## src/rtl/phy_rx_multilane_if.sv

```systemverilog
// Receive-side bundle of the multilane PHY: serial lane inputs in, unstriped
// words and per-lane status out.
interface phy_rx_multilane_if #(
    parameter int LANES  = 2,
    parameter int WORD_W = 32
);
    logic [LANES-1:0]  data_serial;
    logic [LANES-1:0]  active;
    logic              link_up;
    logic [WORD_W-1:0] data_output;
    logic              valid_out;
    logic [LANES-1:0]  err_abort;
    logic [LANES-1:0]  err_ovf;

    modport master (
        input  data_serial,
        output active, link_up, data_output, valid_out, err_abort, err_ovf
    );

    modport slave (
        output data_serial,
        input  active, link_up, data_output, valid_out, err_abort, err_ovf
    );
endinterface

```

## src/rtl/phy_rx_multilane.sv

```systemverilog
// N-lane serial receive path on one bit clock: per-lane COM alignment and word
// packing, per-lane deskew FIFOs, and a strict round-robin unstriper.
module phy_rx_multilane #(
    parameter int         LANES      = 2,
    parameter int         WORD_W     = 32,
    parameter logic [7:0] COM        = 8'hBC,
    parameter logic [7:0] IDL        = 8'h7C,
    parameter int         ALIGN_CNT  = 4,
    parameter int         FIFO_DEPTH = 4
) (
    input  logic               clk_32f,
    input  logic               reset,
    phy_rx_multilane_if.master rx
);
    localparam int NB   = WORD_W / 8;
    localparam int CNTW = (NB > 1) ? $clog2(NB) : 1;
    localparam int AW   = $clog2(FIFO_DEPTH);
    localparam int PW   = AW + 1;
    localparam int CCW  = $clog2(ALIGN_CNT + 1);
    localparam int RRW  = (LANES > 1) ? $clog2(LANES) : 1;

    typedef enum logic [1:0] {HUNT, LOCK, ACTIVE} lane_st_t;

    logic [LANES-1:0]  w_active;
    logic [LANES-1:0]  w_abort;
    logic [LANES-1:0]  w_ovf;
    logic [LANES-1:0]  w_empty;
    logic [LANES-1:0]  w_pop;
    logic [WORD_W-1:0] w_head [LANES];
    logic              w_link_up;

    logic [RRW-1:0]    r_rr;
    logic [WORD_W-1:0] r_data;
    logic              r_valid;

    genvar gi;
    generate
        for (gi = 0; gi < LANES; gi++) begin : g_lane
            lane_st_t          r_state;
            logic [7:0]        r_sh;
            logic [2:0]        r_bc;
            logic [CCW-1:0]    r_com_cnt;
            logic [CNTW-1:0]   r_cnt;
            logic [WORD_W-1:0] r_asm;
            logic              r_active;
            logic              r_abort;
            logic              r_ovf;
            logic [PW-1:0]     r_wptr;
            logic [PW-1:0]     r_rptr;
            logic [WORD_W-1:0] r_mem [FIFO_DEPTH];

            logic              w_bnd;
            logic              w_data_byte;
            logic              w_last;
            logic              w_push;
            logic              w_full;
            logic              w_wr;
            logic [WORD_W+7:0] w_cat;
            logic [WORD_W-1:0] w_word;

            // r_sh holds a complete byte on the edge where bc wraps 7->0
            assign w_bnd       = (r_bc == 3'd7);
            assign w_data_byte = (r_state == ACTIVE) && w_bnd && (r_sh != COM) && (r_sh != IDL);
            assign w_last      = (r_cnt == CNTW'(NB - 1));
            assign w_push      = w_data_byte && w_last;
            assign w_cat       = {r_asm, r_sh};
            assign w_word      = w_cat[WORD_W-1:0];
            assign w_full      = (r_wptr[AW] != r_rptr[AW]) && (r_wptr[AW-1:0] == r_rptr[AW-1:0]);
            // A pop in the same cycle frees the slot, so a full FIFO still accepts
            assign w_wr        = w_push && (!w_full || w_pop[gi]);

            always_ff @(posedge clk_32f or negedge reset) begin
                if (!reset) begin
                    r_state   <= HUNT;
                    r_sh      <= '0;
                    r_bc      <= '0;
                    r_com_cnt <= '0;
                    r_cnt     <= '0;
                    r_active  <= 1'b0;
                    r_abort   <= 1'b0;
                end else begin
                    r_sh <= {r_sh[6:0], rx.data_serial[gi]};
                    r_bc <= r_bc + 3'd1;
                    unique case (r_state)
                        HUNT: begin
                            if (r_sh == COM) begin
                                r_bc      <= '0;
                                r_com_cnt <= CCW'(1);
                                if (ALIGN_CNT <= 1) begin
                                    r_state  <= ACTIVE;
                                    r_active <= 1'b1;
                                end else begin
                                    r_state <= LOCK;
                                end
                            end
                        end
                        LOCK: begin
                            if (w_bnd) begin
                                if (r_sh == COM) begin
                                    r_com_cnt <= r_com_cnt + 1'b1;
                                    if (r_com_cnt == CCW'(ALIGN_CNT - 1)) begin
                                        r_state  <= ACTIVE;
                                        r_active <= 1'b1;
                                    end
                                end else begin
                                    r_state   <= HUNT;
                                    r_com_cnt <= '0;
                                end
                            end
                        end
                        ACTIVE: begin
                            if (w_bnd) begin
                                if (r_sh == COM) begin
                                    if (r_cnt != '0) r_abort <= 1'b1;
                                    r_cnt <= '0;
                                end else if (r_sh != IDL) begin
                                    r_cnt <= w_last ? '0 : r_cnt + 1'b1;
                                end
                            end
                        end
                        default: r_state <= HUNT;
                    endcase
                end
            end

            // Bytes shift in at the LSB end, so the first byte of a word ends in the MSBs
            always_ff @(posedge clk_32f) begin
                if (w_data_byte) r_asm <= w_word;
            end

            always_ff @(posedge clk_32f or negedge reset) begin
                if (!reset) begin
                    r_wptr <= '0;
                    r_rptr <= '0;
                    r_ovf  <= 1'b0;
                end else begin
                    if (w_wr) begin
                        r_wptr <= r_wptr + 1'b1;
                    end else if (w_push) begin
                        r_ovf <= 1'b1;
                    end
                    if (w_pop[gi]) r_rptr <= r_rptr + 1'b1;
                end
            end

            always_ff @(posedge clk_32f) begin
                if (w_wr) r_mem[r_wptr[AW-1:0]] <= w_word;
            end

            assign w_empty[gi]  = (r_wptr == r_rptr);
            assign w_head[gi]   = r_mem[r_rptr[AW-1:0]];
            assign w_active[gi] = r_active;
            assign w_abort[gi]  = r_abort;
            assign w_ovf[gi]    = r_ovf;
        end
    endgenerate

    assign w_link_up = &w_active;

    // Strict turn order: the lane under rr must supply a word before any other lane pops
    always_comb begin
        w_pop = '0;
        if (w_link_up && !w_empty[r_rr]) w_pop[r_rr] = 1'b1;
    end

    always_ff @(posedge clk_32f or negedge reset) begin
        if (!reset) begin
            r_rr    <= '0;
            r_valid <= 1'b0;
            r_data  <= '0;
        end else begin
            r_valid <= 1'b0;
            if (|w_pop) begin
                r_valid <= 1'b1;
                r_data  <= w_head[r_rr];
                r_rr    <= (r_rr == RRW'(LANES - 1)) ? '0 : r_rr + 1'b1;
            end
        end
    end

    assign rx.active      = w_active;
    assign rx.link_up     = w_link_up;
    assign rx.data_output = r_data;
    assign rx.valid_out   = r_valid;
    assign rx.err_abort   = w_abort;
    assign rx.err_ovf     = w_ovf;
endmodule

```

## src/flat_wrapper.sv

```systemverilog
// flat-port wrapper written by rule: the top's interface ports become plain ports
module phy_rx_multilane_flat 
#(
    parameter int         LANES      = 2,
    parameter int         WORD_W     = 32,
    parameter logic [7:0] COM        = 8'hBC,
    parameter logic [7:0] IDL        = 8'h7C,
    parameter int         ALIGN_CNT  = 4,
    parameter int         FIFO_DEPTH = 4
)
  (clk_32f, reset, rx_data_serial, rx_active, rx_link_up, rx_data_output, rx_valid_out, rx_err_abort, rx_err_ovf);
  phy_rx_multilane_if #(.LANES(LANES), .WORD_W(WORD_W)) rx_i ();
  input  logic clk_32f;
  input  logic reset;
  input wire logic [$bits(rx_i.data_serial)-1:0] rx_data_serial;
  output wire logic [$bits(rx_i.active)-1:0] rx_active;
  output wire logic [$bits(rx_i.link_up)-1:0] rx_link_up;
  output wire logic [$bits(rx_i.data_output)-1:0] rx_data_output;
  output wire logic [$bits(rx_i.valid_out)-1:0] rx_valid_out;
  output wire logic [$bits(rx_i.err_abort)-1:0] rx_err_abort;
  output wire logic [$bits(rx_i.err_ovf)-1:0] rx_err_ovf;
  assign rx_i.data_serial = rx_data_serial;
  assign rx_active = rx_i.active;
  assign rx_link_up = rx_i.link_up;
  assign rx_data_output = rx_i.data_output;
  assign rx_valid_out = rx_i.valid_out;
  assign rx_err_abort = rx_i.err_abort;
  assign rx_err_ovf = rx_i.err_ovf;
  phy_rx_multilane #(.LANES(LANES), .WORD_W(WORD_W), .COM(COM), .IDL(IDL), .ALIGN_CNT(ALIGN_CNT), .FIFO_DEPTH(FIFO_DEPTH)) u_core (.clk_32f(clk_32f), .reset(reset), .rx(rx_i));
endmodule
```

## config.mk

```make
export PLATFORM = sky130hd
export DESIGN_NAME = phy_rx_multilane_flat
export DESIGN_NICKNAME = d
export VERILOG_FILES = /design/src/rtl/phy_rx_multilane_if.sv /design/src/rtl/phy_rx_multilane.sv /design/src/flat_wrapper.sv
export SDC_FILE = /design/constraint.sdc
export NUM_CORES = 1
export LEC_CHECK = 0
export BUFFER_PORTS_ARGS = -buffer_cell sky130_fd_sc_hd__buf_2
export CAP_MARGIN = 20
export CORE_ASPECT_RATIO = 1.1
export CORE_MARGIN = 1
export CORE_UTILIZATION = 57
export DETAILED_ROUTE_END_ITERATION = 8
export PLACE_DENSITY = 0.74
export REMOVE_ABC_BUFFERS = 1
export SLEW_MARGIN = 20
export SYNTH_ARGS = -nofsm -noshare
export SYNTH_HDL_FRONTEND = slang
export SYNTH_SLANG_ARGS = --single-unit
```

## constraint.sdc

```tcl
create_clock -name clk_32f -period 6.8 [get_ports clk_32f]
set_clock_uncertainty 0.05 [all_clocks]
set_input_delay 0.34 -clock clk_32f [delete_from_list [all_inputs] [get_ports clk_32f]]
set_output_delay 0.34 -clock clk_32f [all_outputs]
set_load 0.1 [all_outputs]
```

; After elaboration in Yosys (flattened, before gate mapping)
; Memory sizes are Yosys's and may differ from the RTL's.
; Cells that the tools add are included.
; Widths: inputs -> output; s select.
[word_totals]
regBits = 136
ramBits = 256
inputBits = 4
out_inout_bits = 40
wordCells = 157
memories = 2
[memory_table]
columns = name, words, word_bits, read_ports, rd_clocked_by_memory_dff, wr, line
row1 = u_core.g_lane[0].r_mem, 4, 32, 1, 0, 1, phy_rx_multilane.sv:50  ; logic [WORD_W-1:0] r_mem [FIFO_DEPTH];
row2 = u_core.g_lane[1].r_mem, 4, 32, 1, 0, 1, phy_rx_multilane.sv:50
[classes]
add_sub_neg = 11
order_cmp = 3
eq_ne = 28
muxes = 42
bitwise_logic = 5
n_reduce_logical = 41
[op_table]
columns = operator, count
row1 = $mux 32, 3
row2 = $mux 2, 15
row3 = $mux 3, 10
row4 = $add 3x1->3 const B, 8
row5 = $reduce_and 4->1, 6
row6 = $eq 8x8->1 const B, 2
row7 = $ne 8x7->1 const B, 2
row8 = $ne 8x8->1 const B, 2
row9 = $logic_and 1x1->1, 14
row10 = $pmux 2 s3, 2
row11 = $pmux 3 s2, 2
row12 = $reduce_and 3->1, 4
row13 = $reduce_bool 2->1, 6
row14 = $mux 1, 9
row15 = $eq 2x2->1 const B, 4
row16 = $ne 2x1->1 const B, 4
row17 = $eq 3x2->1 const B, 2
row18 = $eq 3x3->1, 2
row19 = $eq 3x3->1 const B, 2
row20 = $reduce_and 2->1, 3
row21 = $add 2x1->2 const B, 2
row22 = $eq 2x1->1 const B, 2
row23 = $eq 2x2->1, 2
row24 = $logic_not 2->1, 2
row25 = 13 further kinds, 20

; Logic depth before layout (Yosys ltp)
; Gate-level depths: netlist of the first run.
[depth]
depth_word = 10
mapped_depth = 6
mapped_depth_nobuf = 6

; Least setup slack after synthesis of the first run
; No wires, ideal clock.
[synth_path]
path_kind = flip-flop to flip-flop
from = register u_core.g_lane[0].r_bc[0]
to = memory u_core.g_lane[0].r_mem[0][0], enable pin
setup_time_ns = 0.392
arrival_ns = 2.882
required_time_ns = 6.358
path_slack_ns = 3.476
stages_incl_launch_ff = 7
n_path_buf = 0
period_less_slack_ns = 3.324
path_cell_list = dfrtp_1 > ha_1 > ha_1 > nand3b_1 > a31oi_2 > and3_1 > and2_1
[synth_between]
elab_chain_len = 8
[synth_rtl]
columns = item, line
row1 = "start, declared", phy_rx_multilane.sv:41  ; logic [2:0] r_bc;
row2 = "start signal, assigned", phy_rx_multilane.sv:83  ; r_bc <= r_bc + 3'd1;
row3 = $eq 3x3->1, phy_rx_multilane.sv:62  ; assign w_bnd = (r_bc == 3'd7);
row4 = $logic_and 1x1->1 (3 in a row), phy_rx_multilane.sv:63  ; assign w_data_byte = (r_state == ACTIVE) && w_bnd && (r_sh != COM) && (r_sh != IDL);
row5 = named net u_core.g_lane[0].w_data_byte, phy_rx_multilane.sv:53  ; logic w_data_byte;
row6 = $logic_and 1x1->1, phy_rx_multilane.sv:65  ; assign w_push = w_data_byte && w_last;
row7 = $logic_and 1x1->1, phy_rx_multilane.sv:70  ; assign w_wr = w_push && (!w_full || w_pop[gi]);
row8 = $mux 1, phy_rx_multilane.sv:147  ; if (w_wr) r_mem[r_wptr[AW-1:0]] <= w_word;
row9 = $mux 1 (implied by the code), phy_rx_multilane.sv:147
row10 = "end, declared", phy_rx_multilane.sv:50
; The timed path passes the listed nets, and every way through them passes these cells.

; Worst setup path in the final report of the first run
[layout_path]
from = register u_core.g_lane[0].r_bc[0]
to = memory u_core.g_lane[0].r_mem[1][28], enable pin
; The elaborated chain is that of the path after synthesis.

==> qor.yml, run 1 <==
outcome:
  status: "completed"
route:
  first_iter_violations: 539
  drcViolationCount: 0
  antenna_left: 0
  route.detailed.wl_per_inst_um: 24.05
  vias: 6930
  first_pass_iters: 5
  routed_wl_um: 28210
  via_per_inst: 5.908
cells_and_area:
  drive_gt1_share_pct: 21.89
  antenna_cells: 0
  fillers: 1617
  nets: 824
  syn_to_final_growth_pct: 12.54
  layout.cells.non_filler: 1173
  final_util_pct: 66.03
logic_synthesis:
  yosysUniqueCellTypes: 53
  ys_ff_latch: 392
  ys_seq_area_share_pct: 75.54
  ys_warn_count: 0
  syn_area_per_cell_um2: 20.58
  synth-main-ff-cell: "edfxtp_1"
  synth-edff-count: 304
  syn-cell-area_mm2: 0.01500
  async_reset_ff_share_pct: 22.45
  syn_inst: 729
place:
  port_buffers: 43
  place.gp.congestion: 0.7889
  dp_cells: 1100
  dpl_worst_slack_ns: 3.610
  dp_hpwl_um: 16670
sta:
  hold_violations: 0
  rsz0062_at_grt: "false"
  finalCritPeriodShare_pct: 46.78
  worst_slack_ns: 3.619
  min_period_ns: 3.181
  slew_headroom_pct: 32.63
  fmax_ghz: 0.3144
  finalMaxSlewViolations: 0
  tightest_slew_ns: 1.010
  setup_tns_ns: 0
  setup_viol: 0
worst_setup_path:
  arrival_ns: 3.28
  critical_path_required_ns: 6.89
  startpoint_type: "flip-flop"
  path_cells: "ha_1, ha_1, nand3b_1, a31oi_4, and3_1, and2_1, buf_4"
  cp.buffers_inverters: 1
  crit_top_cell: "ha_1"
  end_kind: "flip-flop"
  cpPeakStageDelay_ns: 0.83
  critPathTopFamily: "compound AO/OA/AOI/OAI gates"
  critPathKind: "flip-flop to flip-flop"
  cp_max_fo: 32
  worst_path_max_delay_cell: "a31oi_4"
power:
  p_int_w: 0.003921
  switchingPower_w: 0.0009402
  p_total_w: 0.004861
  p_seq_share_pct: 53.5
  p_leak_nw: 6.280
  powerDensity_mw_per_mm2: 287.9
  ir_worst_vdd_v: 0.0002218
  clock_power_share_pct: 45.0
  p_comb_share_pct: 1.4
  switching_share_pct: 19.34
flow_run:
  drv_cap: 0
floorplan:
  core_mm2: 0.02557
  row_count: 61
  die-area_mm2: 0.02697
  io_pins: 44
  start_util_pct: 58.67
  die_w_um: 156.7
  die_h_um: 172.1
global_route:
  grt_max_degree: 63
  grt_use_total_pct: 22.36
  grt_pass1_wl_um: 43530
  overflow: 0
  grt_pass1_vias: 7541
  antenna_found_initial: 0
clock_tree:
  cts_buffers: 38
  root_buffer: "clkbuf_16"
  cts_tree: "yes"
  cts_resized: 0
  clockBufferDepth: 3
  cts.sinks: 392
  ctsHtreeMaxLevel: 2
  clock_latency_ns: 0.52
  cts.reportedPaths.clkPinSlew_ns: 0.06
min_path:
  hold_class: "input port to asynchronous set/reset pin"
per-layer routing:
| layer | share of wire [%] | routed length, um | vias up | track usage [%] |
|---|---|---|---|---|
| li1 | - | - | 3070 | - |
| met1 | 38 | 10730 | 3629 | 26.88 |
| met2 | 55 | 15640 | 176 | 40.95 |
| met3 | 3.4 | 958 | 55 | 3.083 |
| met4 | 3.1 | 887 | 0 | 8.696 |
| met5 | 0 | 0 | - | 0 |
per-stage QoR:
step	area [um2]	hold slack [ns]
2_1_floorplan	14710	-0.005591
3_3_place_gp	15480	0.2333
3_5_place_dp	15510	0.2373
4_1_cts	16850	0.2681
5_1_grt	16880	0.2833
6_report	16880	0.2515
cells by family after synthesis:
| kind of cell | after synthesis | share of synthesized area, % |
|---|---|---|
| flip-flops | 392 | 75.54 |
| multiplexers | 68 | 10.48 |
| AO/OA/AOI/OAI | 105 | 5.589 |
| adder cells (fa/ha/maj) | 22 | 1.835 |
| XOR/XNOR | 16 | 1.134 |
| AND/OR/NAND/NOR | 72 | 2.978 |
| buffers and inverters | 54 | 2.444 |
state kept, by name, indices dropped and copies added, names as in the netlist:
register and count:
u_core.rx.valid_out 1, u_core.g_lane.r_bc 6, u_core.rx.data_output 32, u_core.g_lane.r_active 2, u_core.g_lane.r_sh 16, u_core.r_rr 1
u_core.g_lane.r_wptr 6, u_core.g_lane.r_asm 48, u_core.g_lane.r_abort 2, u_core.g_lane.r_state 4, u_core.g_lane.r_ovf 2, u_core.g_lane.r_com_cnt 6
u_core.g_lane.r_rptr 6, u_core.g_lane.r_mem 256, u_core.g_lane.r_cnt 4
cell usage in the layout, fill, tap and decap left out, drive strengths merged, types with 3 or more instances in the layout:
cell | Yosys | final
buf | 24 | 60
inv | 20 | 22
mux2 | 4 | 4
o311ai | 3 | 3
o211ai | 4 | 4
and3 | 5 | 5
clkinvlp | 0 | 5
nor2 | 11 | 11
nand3b | 3 | 3
clkbuf | 10 | 45
o21bai | 4 | 4
a21o | 34 | 34
bufinv | 0 | 6
nor2b | 6 | 6
nand3 | 7 | 7
xor2 | 5 | 5
dlygate4sd3 | 0 | 3
a22o | 33 | 33
a31oi | 4 | 4
o21ai | 8 | 8
mux4 | 64 | 64
nand4b | 3 | 3
ha | 22 | 22
and2 | 8 | 8
clkinv | 0 | 11
nor4 | 5 | 5
dfrtp | 88 | 88
a21oi | 4 | 4
xnor2 | 11 | 11
edfxtp | 304 | 304
nand2 | 13 | 13
Yosys cell counts (3+ instances only):
library cell	number	area [um2]
o211ai_1	4	30.03
nor2b_1	6	37.54
a21oi_1	4	20.02
and2_1	8	50.05
a22o_1	33	289.0
o21bai_1	4	30.03
edfxtp_1	304	9129
xnor2_2	4	65.06
xor2_1	5	43.79
o21ai_0	8	40.04
o311ai_0	3	26.28
mux4_2	41	923.4
xnor2_1	7	61.31
and3_1	4	25.02
a21o_1	34	255.2
nor4_1	5	31.28
nand3_1	7	35.03
nand2_1	13	48.80
nor2_1	10	37.54
clkbuf_1	4	15.01
clkbuf_8	6	82.58
nand4b_1	3	26.28
buf_4	7	52.55
buf_2	8	40.04
nand3b_1	3	22.52
buf_6	9	101.4
ha_1	22	275.3
inv_1	20	75.07
mux4_1	23	604.3
dfrtp_1	88	2202
layout make-up:
type / instances / area (um2) / area share (%)
multi-input combinational: 283 / 3312 / 19.62
tap: 346 / 432.9 / 2.564
sequential: 392 / 11330 / 67.13
clock inverter: 24 / 295.3 / 1.749
clock buffer: 45 / 1018 / 6.033
inverter: 20 / 75.07 / 0.4447
timing repair buffer: 63 / 415.4 / 2.461
power groups by stage:
stage	registers [W]	clock network, W	logic [W]
2_1_floorplan	0.00265	0	0.0000457
3_3_place_gp	0.00265	0	0.0000644
3_5_place_dp	0.00265	0	0.0000695
4_1_cts	0.00260	0.00223	0.0000720
5_1_grt	0.00260	0.00232	0.0000844
6_report	0.00260	0.00219	0.0000696
repair_timing:
action                                 CTS  global route
setup endpoints to repair                0             0
endpoints found under the hold margin   28             0
hold buffers                             3             0
buffers inserted                         0             0
path summary, 6_finish.rpt:
kind                                           from  slack, ns  cells after the start                            end
setup / recovery           u_core.g_lane[0].r_bc[0]       3.62                      7  u_core.g_lane[0].r_mem[1][28]
setup reg to reg           u_core.g_lane[0].r_bc[0]       3.62                      7  u_core.g_lane[0].r_mem[1][28]
hold / removal                                reset       0.25                      2      u_core.rx.data_output[29]
max in group asynchronous                     reset       5.24                      3     u_core.g_lane[0].r_rptr[0]
min in group clk_32f       u_core.g_lane[1].r_bc[0]       0.39                      1       u_core.g_lane[1].r_bc[0]
hold reg to reg            u_core.g_lane[1].r_bc[0]       0.39                      1       u_core.g_lane[1].r_bc[0]
No activity file was read; power rests on OpenSTA's default activity.
==> run 2, diff against run 1 <==
Clock period 6.8 ns to 3.33 ns, I/O delays scaled along.
==> run 2 against run 1 <==
  * Routed wire length is 1.2% lower
  * Maximum frequency rose by 20%
  * Total power rose by 96%
  * Critical endpoint is now u_core.g_lane[0].r_mem[3][11]
==> qor.yml, run 2 (same netlist as run 1, synthesis figures left out) <==
power:
  ir_worst_vdd_v: 0.0004229  # +91%
  p_total_w: 0.009526  # +96%
  powerDensity_mw_per_mm2: 569.1  # +98%
  p_leak_nw: 6.222  # -0.91%
sta:
  finalCritPeriodShare_pct: 79.30  # +33 points
  tightest_slew_ns: 0.9639  # -0.04654 ns
  rsz0062_at_grt: "false"
  setup_viol: 0  # unchanged
  hold_violations: 0  # unchanged
  fmax_ghz: 0.3787  # +20%
  slew_headroom_pct: 35.74  # +3.1 points
  min_period_ns: 2.641  # -0.5404 ns
  finalMaxSlewViolations: 0  # unchanged
  setup_tns_ns: 0  # unchanged
clock_tree:
  cts_setup_buffers: 0  # unchanged
  ctsHtreeMaxLevel: 2  # unchanged
  cts.reportedPaths.clkPinSlew_ns: 0.06  # about the same
  cts_hold_buf: 3  # unchanged
  clockBufferDepth: 3  # unchanged
  cts_buffers: 38  # unchanged
  cts.sinks: 392  # unchanged
  cts_resized: 0  # unchanged
  clock_latency_ns: 0.51  # about the same
  cts_tree: "yes"
  root_buffer: "clkbuf_16"
route:
  vias: 7029  # +1.4%
  via_per_inst: 5.987  # +1.3%
  antenna_left: 0  # unchanged
  route.detailed.wl_per_inst_um: 23.75  # -1.3%
  first_iter_violations: 468  # -13%
  drcViolationCount: 0  # unchanged
  routed_wl_um: 27880  # -1.2%
  first_pass_iters: 5  # unchanged
min_path:
  worstHoldStart: "rx_data_serial[1]"
  hold_class: "input port to flip-flop"
  hold_end: "u_core.g_lane[1].r_sh[0]"
  min_path_cells: 2
global_route:
  antenna_found_initial: 0  # unchanged
  grt_pass1_vias: 7431  # -1.5%
  overflow: 0  # unchanged
  grt_max_degree: 70  # +11%
  grt_pass1_wl_um: 42680  # -2.0%
  grt_use_total_pct: 21.73  # -0.64 points
worst_setup_path:
  end_kind: "flip-flop"
  critPathKind: "flip-flop to flip-flop"
  arrival_ns: 2.74  # -0.54 ns
  critical_path_required_ns: 3.43  # -3.46 ns
  cp_max_fo: 33  # +3.1%
  worst_r2r_path_depth: 7  # unchanged
  startpoint_type: "flip-flop"
  worst_path_max_delay_cell: "buf_4"
  reg2reg_from: "u_core.g_lane[0].r_bc[0]"
  reg2reg_to: "u_core.g_lane[0].r_mem[3][11]"
  cpPeakStageDelay_ns: 0.44  # -0.39 ns
  regToRegSetupSlack_ns: 0.69  # -2.93 ns
  path_cells: "ha_1, ha_1, nand3b_1, a31oi_4, buf_4, and4_1, buf_4"
floorplan:
  die_h_um: 172.1  # unchanged
  start_util_pct: 58.67  # unchanged
  io_pins: 44  # unchanged
  core_mm2: 0.02557  # unchanged
  row_count: 61  # unchanged
  die-area_mm2: 0.02697  # unchanged
  die_w_um: 156.7  # unchanged
flow_run:
  drv_cap: 0  # unchanged
cells_and_area:
  final_common_cell: "edfxtp_1"
  nets: 826  # +0.24%
  largest_reg_flops: 256  # unchanged
  regArea_mm2: 0.01133  # unchanged
  final_cell_mix: "edfxtp_1 (304), dfrtp_1 (86), buf_2 (42)"
  syn_to_final_growth_pct: 11.59
  drive_gt1_share_pct: 20.53  # -1.4 points
  antenna_cells: 0  # unchanged
  fillers: 1673  # +3.5%
  multi_input_area_mm2: 0.003312  # unchanged
place:
  port_buffers: 43  # unchanged
  dp_hpwl_um: 15520  # -6.9%
  place.gp.congestion: 0.7944  # +0.70%
outcome:
  status: "completed"
-- run 2: cell types whose count changed in the layout (fill, tap and decap cells not counted) --
| cell | before | now |
|---|---|---|
| clkinv_4 | 1 | 0 |
| buf_4 | 16 | 19 |
| buf_12 | 0 | 1 |
| bufinv_16 | 6 | 2 |
| buf_16 | 2 | 0 |
| clkbuf_8 | 2 | 3 |
| inv_8 | 1 | 0 |
| clkinvlp_4 | 5 | 1 |
| clkinv_2 | 9 | 5 |
| clkinv_1 | 1 | 11 |
| clkbuf_1 | 4 | 6 |
-- run 2: area by class of cell --
type,instances,share of cell area (%)
clock buffers,48,6.212
clock inverters,20,0.8521
inverters,20,0.4485
multi-input cells,283,19.79
flip-flops and latches,392,67.71
well taps,346,2.586
repair buffers,65,2.407
-- run 2: power breakdown --
part	total, W	switching (W)	internal (W)	leakage (nW)
sequential	0.00532	0.0000463	0.00527	3.90
clock	0.00406	0.00170	0.00236	0.579
combinational	0.000147	0.0000853	0.0000617	1.74
-- run 2: metal layers --
metal	global-route usage, %	part of all wire [%]	vias to the layer above
met2	38.02	52	223
met3	3.158	4.5	57
met4	7.246	2.7	0
met1	28.15	41	3664
li1	-	-	3085
met5	0	0	-
-- run 2: through the flow --
stage               setup WS [ns]  cell area [um2]  hold slack, ns  utilization, %  std cells
finish                     0.6894            16740          0.2549           65.47       1174
global route               0.5599            16740          0.2576           65.47       1174
CTS                        0.6700            16740          0.2291           65.47       1174
detailed placement         0.6954            15530          0.2291           60.72       1103
global placement           0.7363            15530          0.2284           60.72       1103
floorplan                -0.09289            14710         -0.1791               -        695
-- run 2: worst max-delay path by stage --
stage                               start                            end  depth (start not counted)
3_3_place_gp     u_core.g_lane[0].r_bc[0]  u_core.g_lane[0].r_mem[3][25]                          7
5_1_grt          u_core.g_lane[0].r_bc[0]  u_core.g_lane[0].r_mem[3][12]                          7
4_1_cts          u_core.g_lane[0].r_bc[0]  u_core.g_lane[0].r_mem[3][12]                          7
6_report         u_core.g_lane[0].r_bc[0]  u_core.g_lane[0].r_mem[3][11]                          7
3_5_place_dp     u_core.g_lane[0].r_bc[0]  u_core.g_lane[0].r_mem[3][25]                          7
2_1_floorplan  u_core.g_lane[0].r_rptr[0]   u_core.g_lane[0].r_mem[0][0]                          4
-- run 2: worst max-delay path: cells and delay by family, from the launching register on --
family | cells | cell delay (ns)
flops | 1 | 0.35
fa+ha+maj | 2 | 0.42
compound gates | 1 | 0.18
buf+inv | 2 | 0.83
simple gates | 2 | 0.43
